[src/rtl/jtag_master.sv]
// Host-side JTAG driver: runs DR/IR/reset scans on a TAP over a valid/ready command port.
// Optional build macro JTAG_MASTER_TRST_EN adds an active-low TRSTn output.
module jtag_master #(
    parameter int MAX_LEN = 32,
    parameter int CLK_DIV = 2
) (
    input  logic                             CLK,
    input  logic                             RST,
    input  logic                             cmd_valid,
    output logic                             cmd_ready,
    input  logic [1:0]                       cmd_op,
    input  logic [$clog2(MAX_LEN+1)-1:0]     cmd_len,
    input  logic [MAX_LEN-1:0]               cmd_data,
    output logic                             rsp_valid,
    output logic [MAX_LEN-1:0]               rsp_data,
    output logic                             TCK,
    output logic                             TMS,
    output logic                             TDI,
`ifdef JTAG_MASTER_TRST_EN
    output logic                             TRSTn,
`endif
    input  logic                             TDO
);

    localparam int LW = $clog2(MAX_LEN + 1);
    localparam int PW = (LW > 3) ? LW : 3;
    localparam int CW = (CLK_DIV > 1) ? $clog2(CLK_DIV) : 1;
    localparam logic [CW-1:0] CNT_LAST = CW'(CLK_DIV - 1);
    localparam logic [PW-1:0] LEN_MAX  = PW'(MAX_LEN);

    typedef enum logic [2:0] {
        S_AUTO_RST,
        S_IDLE,
        S_PRE,
        S_SHIFT,
        S_POST,
        S_DONE
    } state_t;

    state_t state, state_nxt;

    logic [CW-1:0]      cnt;
    logic               half;
    logic [PW-1:0]      per;
    logic               op_ir, op_rst;
    logic [PW-1:0]      len_q, len_in, n_per;
    logic [MAX_LEN-1:0] data_q, cap_q;
    logic [PW:0]        shamt;
    logic               accept, per_end, seq_end, active;
    logic               tck_d, tms_d, tdi_d, rsp_valid_d, ready_d;

    assign accept  = cmd_valid & cmd_ready & (state == S_IDLE);
    assign per_end = half & (cnt == CNT_LAST);
    assign seq_end = per_end & (per == n_per - PW'(1));
    assign shamt   = (PW+1)'(MAX_LEN) - {1'b0, len_q};

    always_comb begin
        len_in = PW'(cmd_len);
        if (len_in > LEN_MAX)
            len_in = LEN_MAX;
    end

    always_comb begin
        n_per = '0;
        case (state)
            S_AUTO_RST: n_per = PW'(6);
            S_PRE:      n_per = op_rst ? PW'(6) : (op_ir ? PW'(4) : PW'(3));
            S_SHIFT:    n_per = len_q;
            S_POST:     n_per = PW'(2);
            default:    n_per = '0;
        endcase
    end

    // State register
    always_ff @(posedge CLK) begin
        if (RST)
            state <= S_AUTO_RST;
        else
            state <= state_nxt;
    end

    // Next-state logic
    always_comb begin
        state_nxt = state;
        case (state)
            S_AUTO_RST: if (seq_end) state_nxt = S_IDLE;
            S_IDLE:     if (accept)
                            state_nxt = (!cmd_op[1] && len_in == '0) ? S_DONE : S_PRE;
            S_PRE:      if (seq_end) state_nxt = op_rst ? S_DONE : S_SHIFT;
            S_SHIFT:    if (seq_end) state_nxt = S_POST;
            S_POST:     if (seq_end) state_nxt = S_DONE;
            S_DONE:     state_nxt = S_IDLE;
            default:    state_nxt = S_AUTO_RST;
        endcase
    end

    // Phase/period counters restart whenever the FSM changes state
    always_ff @(posedge CLK) begin
        if (RST) begin
            cnt    <= '0;
            half   <= 1'b0;
            per    <= '0;
            op_ir  <= 1'b0;
            op_rst <= 1'b0;
            len_q  <= '0;
            data_q <= '0;
            cap_q  <= '0;
        end else begin
            if (state_nxt != state) begin
                cnt  <= '0;
                half <= 1'b0;
                per  <= '0;
            end else if (cnt == CNT_LAST) begin
                cnt  <= '0;
                half <= ~half;
                if (half)
                    per <= per + PW'(1);
            end else begin
                cnt <= cnt + CW'(1);
            end

            if (accept) begin
                op_ir  <= (cmd_op == 2'd1);
                op_rst <= cmd_op[1];
                len_q  <= len_in;
                data_q <= cmd_data;
                cap_q  <= '0;
            end

            // TDO enters at the top; after len shifts the first bit sits at MAX_LEN-len
            if (state == S_SHIFT) begin
                if (half && cnt == '0)
                    cap_q <= {TDO, cap_q[MAX_LEN-1:1]};
                if (per_end)
                    data_q <= data_q >> 1;
            end
        end
    end

    // Output logic
    always_comb begin
        active      = (state == S_AUTO_RST) || (state == S_PRE) ||
                      (state == S_SHIFT) || (state == S_POST);
        tck_d       = active & half;
        tms_d       = 1'b0;
        tdi_d       = 1'b0;
        rsp_valid_d = (state == S_DONE);
        ready_d     = (state == S_IDLE) && !accept;
        case (state)
            S_AUTO_RST: tms_d = (per < PW'(5));
            S_PRE:      tms_d = op_rst ? (per < PW'(5)) : (op_ir ? (per < PW'(2)) : (per == '0));
            S_SHIFT: begin
                tms_d = (per == len_q - PW'(1));
                tdi_d = data_q[0];
            end
            S_POST:     tms_d = (per == '0);
            default:    tms_d = 1'b0;
        endcase
    end

    // Pins are registered, so each sequence appears one cycle after its counters start
    always_ff @(posedge CLK) begin
        if (RST) begin
            TCK       <= 1'b0;
            TMS       <= 1'b1;
            TDI       <= 1'b0;
            cmd_ready <= 1'b0;
            rsp_valid <= 1'b0;
            rsp_data  <= '0;
        end else begin
            TCK       <= tck_d;
            TMS       <= tms_d;
            TDI       <= tdi_d;
            cmd_ready <= ready_d;
            rsp_valid <= rsp_valid_d;
            if (state == S_DONE)
                rsp_data <= op_rst ? '0 : (cap_q >> shamt);
        end
    end

`ifdef JTAG_MASTER_TRST_EN
    logic trstn_d;

    assign trstn_d = !(((state == S_AUTO_RST) || (state == S_PRE && op_rst)) && (per < PW'(5)));

    always_ff @(posedge CLK) begin
        if (RST)
            TRSTn <= 1'b0;
        else
            TRSTn <= trstn_d;
    end
`endif

endmodule

[config.mk]
export PLATFORM = sky130hd
export DESIGN_NAME = jtag_master
export DESIGN_NICKNAME = d
export VERILOG_FILES = /design/src/rtl/jtag_master.sv
export SDC_FILE = /design/constraint.sdc
export NUM_CORES = 1
export LEC_CHECK = 0
export CORE_MARGIN = 2
export CORE_UTILIZATION = 51
export CTS_CLUSTER_SIZE = 40
export DETAILED_ROUTE_END_ITERATION = 10
export PLACE_DENSITY = 0.81
export SETUP_SLACK_MARGIN = 0.5
export SLEW_MARGIN = 20
export SYNTH_ARGS = -nofsm -noshare
export SYNTH_HDL_FRONTEND = slang
export SYNTH_SLANG_ARGS = --single-unit
export TNS_END_PERCENT = 100
[constraint.sdc]
create_clock -name CLK -period 2.8 [get_ports CLK]
set_clock_uncertainty 0.2 [all_clocks]
set_input_delay 0.56 -clock CLK [delete_from_list [all_inputs] [get_ports CLK]]
set_output_delay 0.56 -clock CLK [all_outputs]
set_load 0.005 [all_outputs]
== After elaboration in Yosys (flattened, before gate mapping) ==
Cells that the tools add are included.
Storage, ports and cells
  logic and storage cells: 78
  output and inout bits: 37
  register bits: 120
  input port bits: 44
Operators by class
  $add $sub $neg: 5
  bitwise logic cells: 8
  reduce and logical (&&, ||, !) cells: 15
  mux-type cells: 22
  eq/ne operators: 9
  order comparisons: 3
  shift-type cells: 1
Operators by type and width (count)
  2-to-1 mux 32 bit: 7
  >> shifter 32 x 7 -> 32 bit: 1
  2-to-1 mux 3 bit: 9
  one-hot mux 6 bit (4 select lines): 1
  one-hot mux 3 bit (6 select lines): 1
  equality test 6 bit: 2
  logical NOT 6 bit: 2
  subtractor 6 x 1 -> 6 bit, second input constant: 2
  subtractor 6 x 6 -> 7 bit, first input constant: 1
  adder 6 x 1 -> 6 bit, second input constant: 1
  equality test 3 x 2 -> 1 bit, second input constant: 2
  equality test 3 bit, second input constant: 2
  greater-than comparator 6 bit, second input constant: 1
  less-than comparator 6 x 2 -> 1 bit, second input constant: 1
  less-than comparator 6 x 3 -> 1 bit, second input constant: 1
  2-to-1 mux 6 bit: 1
  AND 1 bit: 5
  one-hot mux 1 bit (4 select lines): 1
  OR reduction 2 bit: 2
  equality test 3 x 1 -> 1 bit, second input constant: 1
  logical AND 1 bit: 3
  logical NOT 3 bit: 1
  logical OR 1 bit: 3
  inequality test 3 bit: 1
  other kinds (7): 11

== Depth between registers and ports, before layout ==
Gate-level depths: netlist of the first run.
  word-level depth: 10
  gate-level depth with buffers: 12

== Worst setup path before layout of the first run ==
No wires, ideal clock.
  kind: register to register
  from: register len_q[0]
  to: register rsp_data[3]
  setup slack: -0.085 ns
  setup time: 0.131 ns
  stages on the path, launching flop included: 12
  required time: 2.469 ns
  arrival: 2.554 ns
  cell sequence: dfxtp_1 -> buf_4 -> inv_2 -> ha_1 -> buf_1 -> buf_2 -> mux2_2 -> o211ai_1 -> o21ai_0 -> a22oi_1 -> a2bb2oi_1 -> o31ai_1
On the way
  longest elaborated chain between the ends: 3
Ends and longest elaborated chain
  start: declaration: line 46  | logic [PW-1:0] len_q, len_in, n_per;
  start signal: assignment: line 125  | len_q <= len_in;
  subtractor 6 x 6 -> 7 bit: line 55  | assign shamt = (PW+1)'(MAX_LEN) - {1'b0, len_q};
  >> shifter 32 x 7 -> 32 bit: line 177  | rsp_data <= op_rst ? '0 : (cap_q >> shamt);
  2-to-1 mux 32 bit: line 177
  end signal: assignment: line 177
  end: declaration: line 15  | output logic [MAX_LEN-1:0] rsp_data,
No other way between the ends.
A chain may end at the register's enable or synchronous reset.

== Final worst setup path of the first run ==
  from: register op_ir
  to: register state[0]
On the way
  longest elaborated chain between the ends: 8
Ends and longest elaborated chain
  start: declaration: line 45  | logic op_ir, op_rst;
  start signal: assignment: line 123  | op_ir <= (cmd_op == 2'd1);
  2-to-1 mux 3 bit (*) (2 in series): line 67  | S_PRE: n_per = op_rst ? PW'(6) : (op_ir ? PW'(4) : PW'(3));
  one-hot mux 6 bit (4 select lines) (*): line 65  | case (state)
  subtractor 6 x 1 -> 6 bit (*): line 54  | assign seq_end = per_end & (per == n_per - PW'(1));
  equality test 6 bit (*): line 54
  AND 1 bit (*): line 54
  2-to-1 mux 3 bit, on equally long branches
  one-hot mux 3 bit (6 select lines) (*): line 85  | case (state)
  end signal: assignment: line 79  | state <= state_nxt;
  end: declaration: line 40  | state_t state, state_nxt;
Mark *: on every way between the ends. The rest lies on a longest branch, timed or not.

==> results_dict.tcl, run 1 <==
set metrics [dict create \
    synthCells 767 \
    crit_family "simple AND/OR/NAND/NOR gates" \
    cp_slowest_cell "or4_4" \
    internal_power_mw 3.19 \
    grt_overflow 0 \
    pwr-share-clk_pct 54.0 \
    root_buffer "clkbuf_16" \
    hp-class "reg -> reg" \
    critPathBufInv 2 \
    syn_nets 816 \
    start_util_pct 52.5 \
    initialDrtViolationCount 723 \
    layout.nets 913 \
    grt_max_degree 48 \
    wirelength_microns 19300 \
    drv_cap 0 \
    viasPerCell 6.20 \
    syn2layout_area_growth_pct 36.7 \
    clkTransAtPathRegs_ns 0.05 \
    synthArstFlopShare_pct 0 \
    setup_viol 0 \
    numCtsBuffers 17 \
    die_area_sq_um 14000 \
    yosys.area_share.adder_pct 0.940 \
    pwr-share-comb_pct 3.2 \
    drive_gt1_share_pct 24.0 \
    slew_headroom_pct 54.2 \
    end_kind "flip-flop" \
    hold_viol 0 \
    yosysSeqAreaShare_pct 36.1 \
    postSynth.topFlopCell "dfxtp_1" \
    synthXorXnorAreaFrac_pct 3.16 \
    critical_path_required_ns 2.88 \
    startpoint_type "flip-flop" \
    ys_ff_latch 120 \
    grt_pass1_vias 6213 \
    cp_max_fo 5 \
    tritoncts "done" \
    dp.cells 980 \
    p_switching_mw 0.817 \
    swShare_pct 20.4 \
    path_class "reg -> reg" \
    antenna_found_initial 0 \
    crit_arrival_ns 2.78 \
    final_cells 1048 \
    max_freq_ghz 0.371 \
    fillCellCount 892 \
    core-area_sq_um 12700 \
    grt.total_usage_pct 26.8 \
    synth_top_family_by_area "compound AO/OA/AOI/OAI gates" \
    final_cell_mix "dfxtp_1 (113), nor2_1 (112), clkdlybuf4s50_1 (79)" \
    period_minus_slack_ns 2.70 \
    tightest_slew_ns 0.686 \
    power.total_mw 4.01 \
    synth-simple-area-share_pct 18.4 \
    num_antenna_cells 0 \
    place_congestion 0.901 \
    clockBufferDepth 2 \
    ir_worst_vdd_uv 406 \
    die_w_microns 118 \
    max_stage_delay_ns 0.46 \
    status "complete, no violations" \
    wl_per_cell_microns 18.4 \
    dp.final_hpwl_microns 12000 \
    htree_levels 4 \
    clk_latency_ns 0.42 \
    dieHeight_microns 118 \
    syn_area_per_cell_sq_um 8.68 \
    vias 6497 \
    rsz0062_at_grt "yes" \
    synth_cell_types 64 \
    seq_power_share_pct 42.8 \
    holdWs_ns 0.280 \
    grt_pass1_wl_microns 30700 \
    ios 81 \
    drv_slew 0 \
    synthesis.area_sq_um 6660 \
    drc 0 \
    crit_top_cell "buf_4" \
    drtPass1Iterations 8 \
    p_per_area_nw_per_um2 441 \
    antenna_left 0 \
    portBuffers 80 \
    synthMuxAreaShare_pct 15.5 \
    final.setup.tns_ns 0 \
    holdBufCountCts 0 \
    synth_edf_count 0 \
    num_rows 41 \
    synth_compound_area_share_pct 20.9 \
    mostFrequentLayoutCell "dfxtp_1" \
    fin_crit_sh_pct 96.3 \
    path_cells "buf_4 > a21oi_1 > a31oi_1 > o22a_1 > ha_4 > o21ai_1 > or4_4 > a31oi_4 > nand4bb_4 > buf_4 > mux2i_1 > nor4_2" \
    p_leak_nw 3.18 \
    cts_sinks 120 \
    yosysWarnings 0 \
]
[worst min-delay path: stages (launching register included)]
cell and delay (ns):
dfxtp_1 0.31, nand2_1 0.08, a21oi_2 0.05
[cells in the mapped netlist, types with 10 or more instances]
library cell  number  area share [%]
dfxtp_1          120              36
nor2_1           114             6.4
nand2_1           78             4.4
a22oi_1           55             6.2
mux2i_1           48             7.2
clkbuf_1          41             2.3
a211oi_1          31             3.5
a21oi_1           30             2.3
o21ai_0           27             2.0
buf_2             20             1.5
mux4_2            19             6.4
xnor2_1           18             2.4
nor3_1            12            0.90
inv_1             11            0.62
mux2_2            11             1.9
a21o_1            10             1.1
nor3b_1           10             1.1
[final timing paths]
kind,start,to,slack (ns),cells after the start
setup / recovery,op_ir,state[0],0.10,12
hold / removal,rsp_data[19],rsp_data[19],0.28,2
setup reg to reg,op_ir,state[0],0.10,12
hold reg to reg,rsp_data[19],rsp_data[19],0.28,2
[flip-flops by register name, indices dropped and copies added, names as in the netlist]
signal	count
TCK	1
TDI	1
TMS	1
cap_q	32
cmd_ready	1
cnt	1
data_q	32
half	1
len_q	6
op_ir	1
op_rst	1
per	6
rsp_data	32
rsp_valid	1
state	3
[power by group through the flow]
| stage | logic [mW] | registers, mW | clock network, mW |
|---|---|---|---|
| floorplan | 0.0446 | 1.75 | 0 |
| global placement | 0.121 | 1.76 | 0 |
| detailed placement | 0.123 | 1.76 | 0 |
| CTS | 0.125 | 1.72 | 2.17 |
| global route | 0.134 | 1.72 | 2.25 |
| finish | 0.127 | 1.72 | 2.16 |
[per-stage QoR]
| step | util (%) | area (sq um) | setup slack [ns] |
|---|---|---|---|
| floorplan | - | 6750 | 0.256 |
| global placement | 60.9 | 7720 | 0.120 |
| detailed placement | 60.9 | 7720 | 0.0452 |
| CTS | 69.6 | 8820 | 0.0375 |
| global route | 71.8 | 9100 | 0.00119 |
| finish | 71.8 | 9100 | 0.103 |
[final cells by class]
class                           count  area, sq um  share of cell area, %
Timing Repair Buffer              143         1470                   16.2
Clock inverter                      9          125                   1.38
Inverter                           13         61.3                  0.674
Tap cell                          172          215                   2.37
Sequential cell                   120         2420                   26.6
Multi-Input combinational cell    569         4350                   47.8
Clock buffer                       22          454                   4.99
[cells by family (layout without fill, tap and decap cells)]
kind of cell	Yosys count	count (layout)
XOR/XNOR	24	24
multiplexers	78	78
AND/OR/NAND/NOR	260	261
flip-flops	120	120
buffers and inverters	79	187
adder cells (fa/ha/maj)	5	5
AO/OA/AOI/OAI	201	201
[routing by layer]
| layer | track usage, % | wire length (microns) |
|---|---|---|
| met5 | 0 | 0 |
| met1 | 33.5 | 7950 |
| met4 | 10.4 | 502 |
| met3 | 6.61 | 1420 |
| met2 | 44.5 | 9450 |
[repair_timing]
action	CTS	global route
pin swaps	41	35
endpoints found under the setup margin	73	73
buffers inserted	25	7
hold endpoints to repair	0	0
resized for setup	78	43
gates cloned	2	3
Power figures use the tool's default switching activity.
==> run 2, diff against run 1 <==
--- a/config.mk
+++ b/config.mk
@@ -5,6 +5,7 @@
 export SDC_FILE = /design/constraint.sdc
 export NUM_CORES = 1
 export LEC_CHECK = 0
+export CAP_MARGIN = 25
 export CORE_MARGIN = 2
 export CORE_UTILIZATION = 51
 export CTS_CLUSTER_SIZE = 40
==> results of run 2 <==
The final DEF is identical to that of run 1; final timing and power are the same.
==> run 3, diff against run 2 <==
--- a/config.mk
+++ b/config.mk
@@ -8,6 +8,7 @@
 export CAP_MARGIN = 25
 export CORE_MARGIN = 2
 export CORE_UTILIZATION = 51
+export CTS_BUF_LIST = sky130_fd_sc_hd__clkbuf_4 sky130_fd_sc_hd__clkbuf_8 sky130_fd_sc_hd__clkbuf_16
 export CTS_CLUSTER_SIZE = 40
 export DETAILED_ROUTE_END_ITERATION = 10
 export PLACE_DENSITY = 0.81
==> run 3 against run 2 <==
Net effect:
- the flow now finishes with violations (DRC)
- maximum frequency decreased by 0.14%
- count of clock-buffer cells in the layout stayed put
- core utilization increased by 0.68 points
- critical path depth did not move
- wire length grew 2.0%
- clock power is 2% higher
- final area rose by 0.95%
- first-iteration DRC count is 5.1% lower
- hold slack worse by 0.0035 ns
- flip-flop and latch count did not move
- critical path type unchanged
- largest cell class unchanged
- largest power group unchanged
- highest routed layer unchanged
==> results_dict.tcl, run 3 (same netlist as run 1, synthesis figures left out) <==
set metrics [dict create \
    status "finished with violations" \
    violations "DRC" \
    htree_levels 4 \
    period_minus_slack_ns 2.70 \
    reg2reg_to "state[0]" \
    place_congestion 0.901 \
    grt_overflow 0 \
    rsz0062_at_grt "yes" \
    p_switching_mw 0.820 \
    post-route-util_pct 72.5 \
    clockBufferDepth 2 \
    root_buffer "clkbuf_16" \
    crit_arrival_ns 2.78 \
    p_leak_nw 3.21 \
    drv_cap 0 \
    finish.instance_area_sq_um 9180 \
    final.setup.tns_ns 0 \
    cts_sinks 120 \
    wl_per_cell_microns 18.7 \
    placed_area_sq_um 7720 \
    power.total_mw 4.05 \
    r2r_cells 12 \
    clk_latency_ns 0.42 \
    drtPass1Iterations 9 \
    setup_viol 0 \
    tritoncts "done" \
    dp.final_hpwl_microns 12000 \
    mostFrequentLayoutCell "dfxtp_1" \
    viasPerCell 6.21 \
    largestRegisters "cap_q: 32 flops, data_q: 32 flops, rsp_data: 32 flops" \
    num_antenna_cells 0 \
    final_cells 1051 \
    slew_headroom_pct 54.4 \
    fin_ws_ns 0.0998 \
    start_util_pct 52.5 \
    critical_path_required_ns 2.88 \
    die_w_microns 118 \
    hold_path_end "rsp_data[19]" \
    cp_max_fo 5 \
    path_class "reg -> reg" \
    pwr-share-comb_pct 3.1 \
    tightest_slew_ns 0.683 \
    antenna_left 0 \
    wirelength_microns 19700 \
    ios 81 \
    p_per_area_nw_per_um2 441 \
    pwr-share-clk_pct 54.5 \
    hp-class "reg -> reg" \
    fin_crit_sh_pct 96.4 \
    initialDrtViolationCount 686 \
    hold_depth 2 \
    drv_slew 0 \
    grt_pass1_wl_microns 31100 \
    grt_pass1_vias 6264 \
    core-area_sq_um 12700 \
    end_kind "flip-flop" \
    grt_max_degree 48 \
    layout.nets 916 \
    place_ws_ns 0.0452 \
    startpoint_type "flip-flop" \
    ir_worst_vdd_uv 394 \
    holdWs_ns 0.277 \
    portBuffers 80 \
    numCtsBuffers 17 \
    max_freq_ghz 0.370 \
    rr_startpoint "op_ir" \
    drc 1 \
    syn2layout_area_growth_pct 38.0 \
    seq_power_share_pct 42.4 \
    vias 6524 \
    dieHeight_microns 118 \
    num_rows 41 \
    dp.cells 980 \
    swShare_pct 20.3 \
    grt.total_usage_pct 27.3 \
    drive_gt1_share_pct 24.5 \
    antenna_found_initial 0 \
    die_area_sq_um 14000 \
    regToRegSetupSlack_ns 0.1 \
    clkTransAtPathRegs_ns 0.06 \
    holdCritStartpoint "rsp_data[19]" \
    hold_viol 0 \
    final_cell_mix "dfxtp_1 (114), nor2_1 (112), clkdlybuf4s50_1 (79)" \
    internal_power_mw 3.23 \
]
-- run 3: critical path, stage by stage, from the launching register on --
cell and delay (ns):
dfxtp_4 0.36, buf_4 0.12, a21oi_1 0.07, a31oi_1 0.16, o22a_1 0.19, ha_4 0.16
o21ai_1 0.08, or4_4 0.46, a31oi_4 0.17, nand4bb_4 0.20, buf_4 0.13, mux2i_1 0.22
nor4_2 0.05
-- run 3: worst max-delay path by stage --
stage,start,slack [ns],cells after the start,endpoint
detailed placement,cmd_valid,0.05,6,cap_q[12]
floorplan,state[0],0.26,11,state[2]
CTS,op_rst,0.04,10,per[4]
finish,op_ir,0.1,12,state[0]
global placement,op_ir,0.12,10,per[4]
global route,op_rst,-0.003,10,per[4]
-- run 3: cell type report --
type	count	area, sq um
flip-flops and latches	120	2420
repair buffers	146	1520
well taps	172	215
inverters	13	61.3
fillers	873	3490
clock inverters	9	125
clock buffers	22	469
multi-input cells	569	4380
-- run 3: timing repair --
item                                    in CTS  in global routing
pin swaps                                   44                 32
cloned                                       3                  3
hold buffers                                 0                  0
endpoints found under the setup margin      73                 73
buffers inserted                            25                  9
gates resized for setup                     88                 45
-- run 3: layer usage --
metal	track usage, %	vias to the layer above	part of all wire, %
met1	33.7	3149	41
li1	-	3003	-
met5	0	-	0
met2	45.4	309	49
met4	11.6	0	3.1
met3	6.47	63	7.2
-- run 3: power groups by stage --
stage | Sequential, mW | Clock (mW) | Combinational [mW]
finish | 1.72 | 2.21 | 0.126
global route | 1.72 | 2.30 | 0.134
CTS | 1.72 | 2.21 | 0.124
detailed placement | 1.76 | 0 | 0.123
global placement | 1.76 | 0 | 0.121
floorplan | 1.75 | 0 | 0.0446
